[src/rtl/seven_seg_scan_ctrl.sv]
// seven_seg_scan_ctrl
// Time-multiplexed driver for an 8-digit common-anode 7-segment display.
// A 32-bit value is shown as hex digits, one digit per scan slot. Each slot
// starts with a short all-anodes-off window to stop ghosting between digits.
// New values go into a shadow register and are moved to the active register
// only at frame start, so a frame never mixes two values.
//
// load_in is a one-cycle strobe with no back-pressure: every cycle it is high,
// the inputs are captured into the shadow, replacing any uncommitted value.
module seven_seg_scan_ctrl #(
   parameter int NUM_DIGITS   = 8,
   parameter int CLK_DIV      = 100000,
   parameter int BLANK_CYCLES = 2000
) (
   input  logic        clk_100mhz,
   input  logic        rst_in,
   input  logic [31:0] val_in,
   input  logic [7:0]  dp_in,
   input  logic [7:0]  en_in,
   input  logic        lz_en_in,
   input  logic        load_in,
   output logic [6:0]  cat_out,
   output logic        dp_out,
   output logic [7:0]  an_out,
   output logic        frame_sync_out,
   output logic        pending_out
);

   localparam int DIV_W = (CLK_DIV > 2) ? $clog2(CLK_DIV) : 1;
   localparam logic [DIV_W-1:0] DIV_LAST   = DIV_W'(CLK_DIV - 1);
   localparam logic [DIV_W-1:0] BLANK_END  = DIV_W'(BLANK_CYCLES);
   localparam logic [2:0]       DIGIT_LAST = 3'(NUM_DIGITS - 1);

   typedef struct packed {
      logic [31:0] val;
      logic [7:0]  dp;
      logic [7:0]  en;
      logic        lz_en;
   } disp_cfg_t;

   // Scan position
   logic [DIV_W-1:0] div_cnt_q, div_cnt_d;
   logic [2:0]       digit_q, digit_d;
   logic             slot_end;
   logic             frame_start;

   // Double buffer
   disp_cfg_t        shadow_q, shadow_d;
   disp_cfg_t        active_q, active_d;
   logic             pending_q, pending_d;

   // Registered pin drivers
   logic [7:0]       an_q, an_d;
   logic [6:0]       cat_q, cat_d;
   logic             dp_q, dp_d;
   logic             frame_sync_q, frame_sync_d;

   // Digit lighting helpers
   logic [7:0]       upper_zero;
   logic [7:0]       lit;
   logic             zero_acc;
   logic [3:0]       nibble;

   // Hex nibble to active-low segments {g,f,e,d,c,b,a}
   function automatic logic [6:0] hex_to_seg(input logic [3:0] n);
      logic [6:0] seg;
      case (n)
         4'h0:    seg = 7'b1000000;
         4'h1:    seg = 7'b1111001;
         4'h2:    seg = 7'b0100100;
         4'h3:    seg = 7'b0110000;
         4'h4:    seg = 7'b0011001;
         4'h5:    seg = 7'b0010010;
         4'h6:    seg = 7'b0000010;
         4'h7:    seg = 7'b1111000;
         4'h8:    seg = 7'b0000000;
         4'h9:    seg = 7'b0010000;
         4'hA:    seg = 7'b0001000;
         4'hB:    seg = 7'b0000011;
         4'hC:    seg = 7'b1000110;
         4'hD:    seg = 7'b0100001;
         4'hE:    seg = 7'b0000110;
         default: seg = 7'b0001110;
      endcase
      return seg;
   endfunction

   // Prescaler and digit counter: one slot per CLK_DIV cycles, digits wrap per frame
   always_comb begin
      div_cnt_d   = div_cnt_q;
      digit_d     = digit_q;
      slot_end    = (div_cnt_q == DIV_LAST);
      frame_start = slot_end && (digit_q == DIGIT_LAST);
      if (slot_end) begin
         div_cnt_d = '0;
         if (digit_q == DIGIT_LAST) begin
            digit_d = 3'd0;
         end else begin
            digit_d = digit_q + 3'd1;
         end
      end else begin
         div_cnt_d = div_cnt_q + 1'b1;
      end
   end

   // Shadow capture and frame-aligned commit; a load in the commit cycle stays pending
   always_comb begin
      shadow_d  = shadow_q;
      active_d  = active_q;
      pending_d = pending_q;
      if (frame_start && pending_q) begin
         active_d  = shadow_q;
         pending_d = 1'b0;
      end
      if (load_in) begin
         shadow_d.val   = val_in;
         shadow_d.dp    = dp_in;
         shadow_d.en    = en_in;
         shadow_d.lz_en = lz_en_in;
         pending_d      = 1'b1;
      end
   end

   // Per-digit lit mask; upper_zero[i] means nibbles i..NUM_DIGITS-1 are all zero
   always_comb begin
      upper_zero = '0;
      lit        = '0;
      zero_acc   = 1'b1;
      for (int i = 7; i >= 0; i--) begin
         if (i < NUM_DIGITS) begin
            zero_acc = zero_acc & (active_q.val[i*4 +: 4] == 4'h0);
         end
         upper_zero[i] = zero_acc;
      end
      for (int i = 0; i < 8; i++) begin
         lit[i] = (i < NUM_DIGITS) && active_q.en[i] &&
                  !(active_q.lz_en && (i != 0) && upper_zero[i]);
      end
   end

   // Pin drivers for the current scan position; everything dark unless one digit lights
   always_comb begin
      an_d         = 8'hFF;
      cat_d        = 7'h7F;
      dp_d         = 1'b1;
      nibble       = active_q.val[{digit_q, 2'b00} +: 4];
      frame_sync_d = frame_start;
      if (lit[digit_q] && (div_cnt_q >= BLANK_END)) begin
         an_d[digit_q] = 1'b0;
         cat_d         = hex_to_seg(nibble);
         dp_d          = ~active_q.dp[digit_q];
      end
   end

   // State and output registers with synchronous reset
   always_ff @(posedge clk_100mhz) begin
      if (rst_in) begin
         div_cnt_q    <= '0;
         digit_q      <= 3'd0;
         shadow_q     <= '0;
         active_q     <= '0;
         pending_q    <= 1'b0;
         an_q         <= 8'hFF;
         cat_q        <= 7'h7F;
         dp_q         <= 1'b1;
         frame_sync_q <= 1'b0;
      end else begin
         div_cnt_q    <= div_cnt_d;
         digit_q      <= digit_d;
         shadow_q     <= shadow_d;
         active_q     <= active_d;
         pending_q    <= pending_d;
         an_q         <= an_d;
         cat_q        <= cat_d;
         dp_q         <= dp_d;
         frame_sync_q <= frame_sync_d;
      end
   end

   assign an_out         = an_q;
   assign cat_out        = cat_q;
   assign dp_out         = dp_q;
   assign frame_sync_out = frame_sync_q;
   assign pending_out    = pending_q;

endmodule
[config.mk]
export PLATFORM = sky130hd
export DESIGN_NAME = seven_seg_scan_ctrl
export DESIGN_NICKNAME = d
export VERILOG_FILES = /design/src/rtl/seven_seg_scan_ctrl.sv
export SDC_FILE = /design/constraint.sdc
export NUM_CORES = 1
export LEC_CHECK = 0
export CAP_MARGIN = 20
export CORE_MARGIN = 4
export CORE_UTILIZATION = 55
export CTS_CLUSTER_DIAMETER = 40
export DETAILED_ROUTE_END_ITERATION = 8
export GPL_TIMING_DRIVEN = 0
export PLACE_DENSITY = 0.79
export SYNTH_ARGS = -nofsm -noshare
export SYNTH_HDL_FRONTEND = slang
export SYNTH_SLANG_ARGS = --single-unit
export TNS_END_PERCENT = 5
[constraint.sdc]
create_clock -name clk_100mhz -period 2.6 [get_ports clk_100mhz]
set_clock_uncertainty 0.05 [all_clocks]
set_input_delay 0.52 -clock clk_100mhz [delete_from_list [all_inputs] [get_ports clk_100mhz]]
set_output_delay 0.52 -clock clk_100mhz [all_outputs]
set_load 0.02 [all_outputs]
# ---- Yosys cells after proc, flatten, opt, wreduce, memory -nomap -nowiden
# Memories as Yosys holds them, arrays and structs flattened. A register that Yosys moved wholly into a read port is not among the register bits.
# Cells that the tools add are included.
# Widths: inputs -> output; s select.
dict set report totals {
  elab_cells 76
  n_memories 1
  rom_bits 112
  latch_bits 0
  regBits 129
  ramBits 0
}
dict set report classes {
  mux 9
  bitwise_logic 9
  reduce_logical 35
  shifts 1
  magnitude_cmp 3
  div_mod_pow 0
  mul 0
  eq_ne 2
  n_addsub 2
}
# name depth word_bits rd rd_ports_with_merged_regs wr line_no
set mem_list {}
lappend mem_list {{(no name shown)} 16 7 1 1 0 67} ;# case (n)
# cell count
set op_table {}
lappend op_table {{$shiftx 32x6->4} 1}
lappend op_table {{$logic_not 4->1} 7}
lappend op_table {{$logic_and 1x1->1} 18}
lappend op_table {{$add 17x1->17 const B} 1}
lappend op_table {{$eq 17x17->1 const B} 1}
lappend op_table {{$ge 17x11->1 const B} 1}
lappend op_table {{$not 8->8} 1}
lappend op_table {{$logic_not 1->1} 7}
lappend op_table {{$and 1x1->1} 6}
lappend op_table {{$bmux 1 s3} 2}
lappend op_table {{$mux 1} 5}
lappend op_table {{$lt 3x4->1 const B} 1}
lappend op_table {{$reduce_or 2->1} 2}
lappend op_table {{$add 3x1->3 const B} 1}
lappend op_table {{$demux 1 s3} 1}
lappend op_table {{$eq 3x3->1 const B} 1}
lappend op_table {{$ge 3x1->1 const B} 1}
lappend op_table {{$mux 3} 1}
lappend op_table {{$not 1->1} 2}
lappend op_table {{$reduce_bool 2->1} 1}

# ---- Longest topological paths before layout
dict set report depth {
  depth_word 15
  ltp_mapped 13
  ltp_nobuf 11
}

# ---- Least setup slack after synthesis
# Ideal clock, no wire load.
dict set report synth_timing {
  path_kind {flip-flop to flip-flop}
  from {register digit_q[0]}
  to {register cat_q[6], in the netlist cat_out[6]}
  setup_time_ns 0.122
  setup_slack_ns 0.221
  n_path_buf 2
  t_required_ns 2.428
  t_arrival_ns 2.207
  path_stages_with_launch 11
  path_cell_list {dfxtp_1 buf_2 buf_2 mux2_2 a21oi_1 o311a_1 inv_1 ha_1 nand2b_1 o21ai_0 a221o_1}
}
dict set report synth_via {
  elab_chain_cells 5
}
# element line_no
set synth_rtl {}
lappend synth_rtl {{start: declaration} 43} ;# logic [2:0] digit_q, digit_d;
lappend synth_rtl {{start signal: assignment} 169} ;# digit_q <= digit_d;
lappend synth_rtl {{$bmux 1 s3} 148} ;# if (lit[digit_q] && (div_cnt_q >= BLANK_END)) begin
lappend synth_rtl {{$mux 1 (not written as such)} 148}
lappend synth_rtl {{$logic_and 1x1->1} 148}
lappend synth_rtl {{$not 1->1 (no line)} n/a}
lappend synth_rtl {{$reduce_or 2->1 (no line)} n/a}
lappend synth_rtl {{end: declaration} 54} ;# logic [6:0] cat_q, cat_d;
# Parallel ways exist; a longest one is shown, timed or not. The select of a mux whose other input is x is not followed.
# A chain may end at the register's enable or synchronous reset.

# ---- Final worst setup path
dict set report layout_timing {
  from {register digit_q[0]}
  to {register cat_q[5], in the netlist cat_out[5]}
}
# The elaborated chain is that of the path after synthesis.

==> flow_metrics.py <==
metrics = {
    "sta": {
        "period_minus_slack_ps": 2480,
        "setup_viol": 0,
        "worstMarginPinSlew_ps": 859,
        "clock.fmax_mhz": 404,
        "rsz0062_at_grt": "false",
        "min_period_over_period_pct": 95.2,
        "maxSlewViolCount": 0,
        "worst_slack_ps": 125,
        "max_slew_margin_pct": 42.7,
        "hold_violations": 0,
    },
    "setup_path": {
        "r2r_cells": 10,
        "path_max_fanout": 10,
        "critPathKind": "flop to flop",
        "ff2ff_setup_slack_ps": 120,
        "rr_startpoint": "digit_q[0]",
        "startpoint_type": "flop",
        "cp.arrival_ps": 2830,
        "reg2reg_to": "cat_out[5]",
        "end_kind": "flop",
        "critPathSlowestCell": "mux2_2",
        "max_stage_delay_ps": 340,
        "crit_chain": "buf_4 > buf_6 > mux2_2 > a21oi_1 > o311a_4 > inv_1 > ha_1 > nand2b_1 > o21ai_0 > a221o_1",
        "worstPathRequired_ps": 2960,
    },
    "clock_tree": {
        "path_clk_slew_ps": 60,
        "cts_tree": "done",
        "cts_sinks": 136,
        "cts-htree-levels": 4,
        "root_buffer": "clkbuf_8",
        "insertion_delay_ps": 520,
        "postCtsHoldBufs": 0,
        "cts_buffer_depth": 2,
        "cts-buffers-inserted": 17,
    },
    "routing": {
        "drcViolationCount": 0,
        "firstDrtPassIters": 5,
        "ant_nets": 0,
        "vias": 4637,
        "post_drt_wl_per_cell_um": 15.8,
        "drt_iter0_markers": 248,
        "wirelength_mm": 13.4,
        "post_drt_via_cell_ratio": 5.49,
    },
    "synthesis": {
        "yosysWarnings": 0,
        "synth.area.mux_share_pct": 13.3,
        "post_synth.cell_area_avg_um2": 9.08,
        "yosysUniqueCellTypes": 46,
        "ys_ff_latch": 136,
        "synth_nets": 675,
        "synth_compound_area_share_pct": 8.70,
        "synth_area_mm2": 0.00557,
        "ys.flop_type": "dfxtp_1",
        "ys_seq_area_share_pct": 48.9,
        "synth-xor-area-share_pct": 2.36,
        "synth_adder_area_share_pct": 2.25,
        "async_reset_ff_share_pct": 0,
        "postSynthCellCount": 613,
        "synth_edf_count": 0,
        "synthSimpleGateAreaFrac_pct": 20.4,
        "synth_top_family_by_area": "simple AND/OR/NAND/NOR gates",
    },
    "power": {
        "p_total_uw": 4940,
        "p_leak_uw": 0.00271,
        "p_per_area_mw_per_mm2": 696,
        "ir_drop_mv": 0.383,
    },
    "hold_path": {
        "holdCritStartpoint": "shadow_q[23]",
        "holdPathStages": 2,
        "hold_class": "flop to flop",
        "whs_endpoint": "active_q[23]",
    },
    "placed_design": {
        "hpwl_mm": 9.29,
        "place.port_buffers": 67,
        "gp_congestion": 0.912,
        "pre_cts_ws_ps": -229,
        "placed_cell_area_mm2": 0.00640,
    },
    "floorplanning": {
        "ios": 70,
        "die_height_um": 109,
        "die_area_mm2": 0.0118,
        "start_util_pct": 56.7,
        "rows": 36,
        "die_x_um": 109,
        "core_mm2": 0.00982,
    },
    "global_routing": {
        "grt_max_degree": 17,
        "grt_pass1_wl_mm": 21.9,
        "overflow": 0,
        "antenna_found_initial": 0,
        "grt_pass1_vias": 4614,
        "grt_use_total_pct": 23.9,
    },
    "status": {
        "status": "completed",
    },
    "job": {
        "maxCapViolCount": 0,
    },
    "final_layout": {
        "diodes": 0,
        "fin_area_mm2": 0.00710,
        "area_delta_synth_final_pct": 27.5,
        "final_nets": 762,
        "drive_above_1_share_pct": 11.8,
    },
}
==> synth_stat cells (2+ instances only) <==
library cell	number	area share (%)
nand4_1	2	0.22
or3_1	4	0.45
nand2b_1	7	0.79
xor2_1	10	1.6
nor2_1	82	5.5
o311ai_0	2	0.31
a21oi_2	10	1.6
inv_1	10	0.67
xnor2_1	5	0.79
buf_2	10	0.90
a221o_1	3	0.54
buf_1	10	0.67
clkbuf_1	17	1.1
and3_1	5	0.56
or4_1	3	0.40
o21ai_0	5	0.45
mux2i_1	58	10
nand2_2	10	1.1
a21oi_1	44	4.0
mux4_2	6	2.4
o211ai_1	4	0.54
nor4_1	7	0.79
dfxtp_1	136	49
nand3_1	22	2.0
nand2_1	110	7.4
ha_1	10	2.2
nor3_1	2	0.18
==> cells in the final DEF, fill, tap and decap left out, types with 3 or more instances in the layout <==
| cell type | instances |
|---|---|
| a21oi_2 | 10 |
| clkbuf_1 | 17 |
| nand3_1 | 22 |
| o21ai_0 | 5 |
| mux4_2 | 6 |
| ha_1 | 10 |
| nand2b_1 | 7 |
| xnor2_1 | 5 |
| nor2_1 | 81 |
| dfxtp_1 | 135 |
| o211ai_1 | 4 |
| mux2i_1 | 58 |
| buf_2 | 6 |
| xor2_1 | 10 |
| a21oi_1 | 44 |
| nand2_1 | 110 |
| clkbuf_16 | 16 |
| clkinvlp_4 | 3 |
| or3_1 | 4 |
| clkdlybuf4s50_1 | 67 |
| nor4_1 | 5 |
| inv_1 | 10 |
| nand2_2 | 10 |
| bufinv_16 | 5 |
| and3_1 | 5 |
| buf_4 | 4 |
| or4_1 | 3 |
| buf_1 | 9 |
| a221o_1 | 3 |
==> routing by layer <==
metal	share of wire (%)	vias to the layer above	track usage, %
met5	0	-	0
met4	2.1	0	10.1
li1	-	2250	-
met2	51	145	41.3
met1	42	2208	28.9
met3	4.9	34	4.74
==> power by group <==
part / internal (uW) / leakage (uW) / switching [uW]
Sequential: 2140 / 0.00111 / 33.2
Combinational: 123 / 0.00131 / 99.5
Clock: 1670 / 0.000300 / 878
Total: 3930 / 0.00271 / 1010
==> area by class of cell <==
cell class / count / area (um2)
Clock buffer: 19 / 432
Fill cell: 759 / 2720
Timing Repair Buffer: 69 / 686
Buffer: 39 / 201
Inverter: 10 / 37.5
Clock inverter: 12 / 200
Sequential cell: 136 / 2720
Tap cell: 133 / 166
Multi-Input combinational cell: 427 / 2650
==> flip-flops by register name (all words and copies together), names as in the netlist <==
signal / cells
active_q: 49
pending_out: 1
frame_sync_out: 1
div_cnt_q: 17
dp_out: 1
digit_q: 3
cat_out: 7
shadow_q: 49
an_out: 8
==> cell families (layout without fill, tap and decap cells) <==
| family | after synthesis | after routing |
|---|---|---|
| buffers and inverters | 50 | 149 |
| AO/OA/AOI/OAI | 77 | 77 |
| adder cells (fa/ha/maj) | 10 | 10 |
| XOR/XNOR | 15 | 15 |
| multiplexers | 66 | 66 |
| AND/OR/NAND/NOR | 259 | 259 |
| flip-flops | 136 | 136 |
==> worst max-delay path, delay by kind of cell (launching register included) <==
family / cells / cell delay (ps)
compound gates: 4 / 880
buf+inv: 3 / 430
mux: 1 / 340
flops: 1 / 330
fa+ha+maj: 1 / 210
simple gates: 1 / 120
==> how the worst max path moves through the flow <==
stage / from / to / slack, ps / depth (start not counted)
floorplan: digit_q[0] / cat_out[6] / 220 / 10
global placement: digit_q[0] / cat_out[1] / -170 / 11
detailed placement: digit_q[1] / cat_out[1] / -230 / 12
CTS: digit_q[2] / cat_out[1] / 0.4 / 11
global route: digit_q[0] / cat_out[5] / 8 / 10
finish: digit_q[0] / cat_out[5] / 120 / 10
==> timing repair <==
item | CTS | global route
pin swaps | 1 | 2
gates resized for setup | 4 | 9
setup endpoints to repair | 7 | 10
endpoints found under the hold margin | 0 | 0
buffers inserted | 0 | 2
cloned | 0 | 0
==> through the flow <==
stage               setup TNS [ps]  utilization [%]  cells  hold WS (ps)
detailed placement            -767             65.2    813           399
global placement              -674             65.2    813           390
floorplan                        0                -    613           379
global route                     0             72.3    845           425
CTS                              0             71.9    843           414
finish                           0             72.3    845           413
No activity file was read; power rests on OpenSTA's default activity.
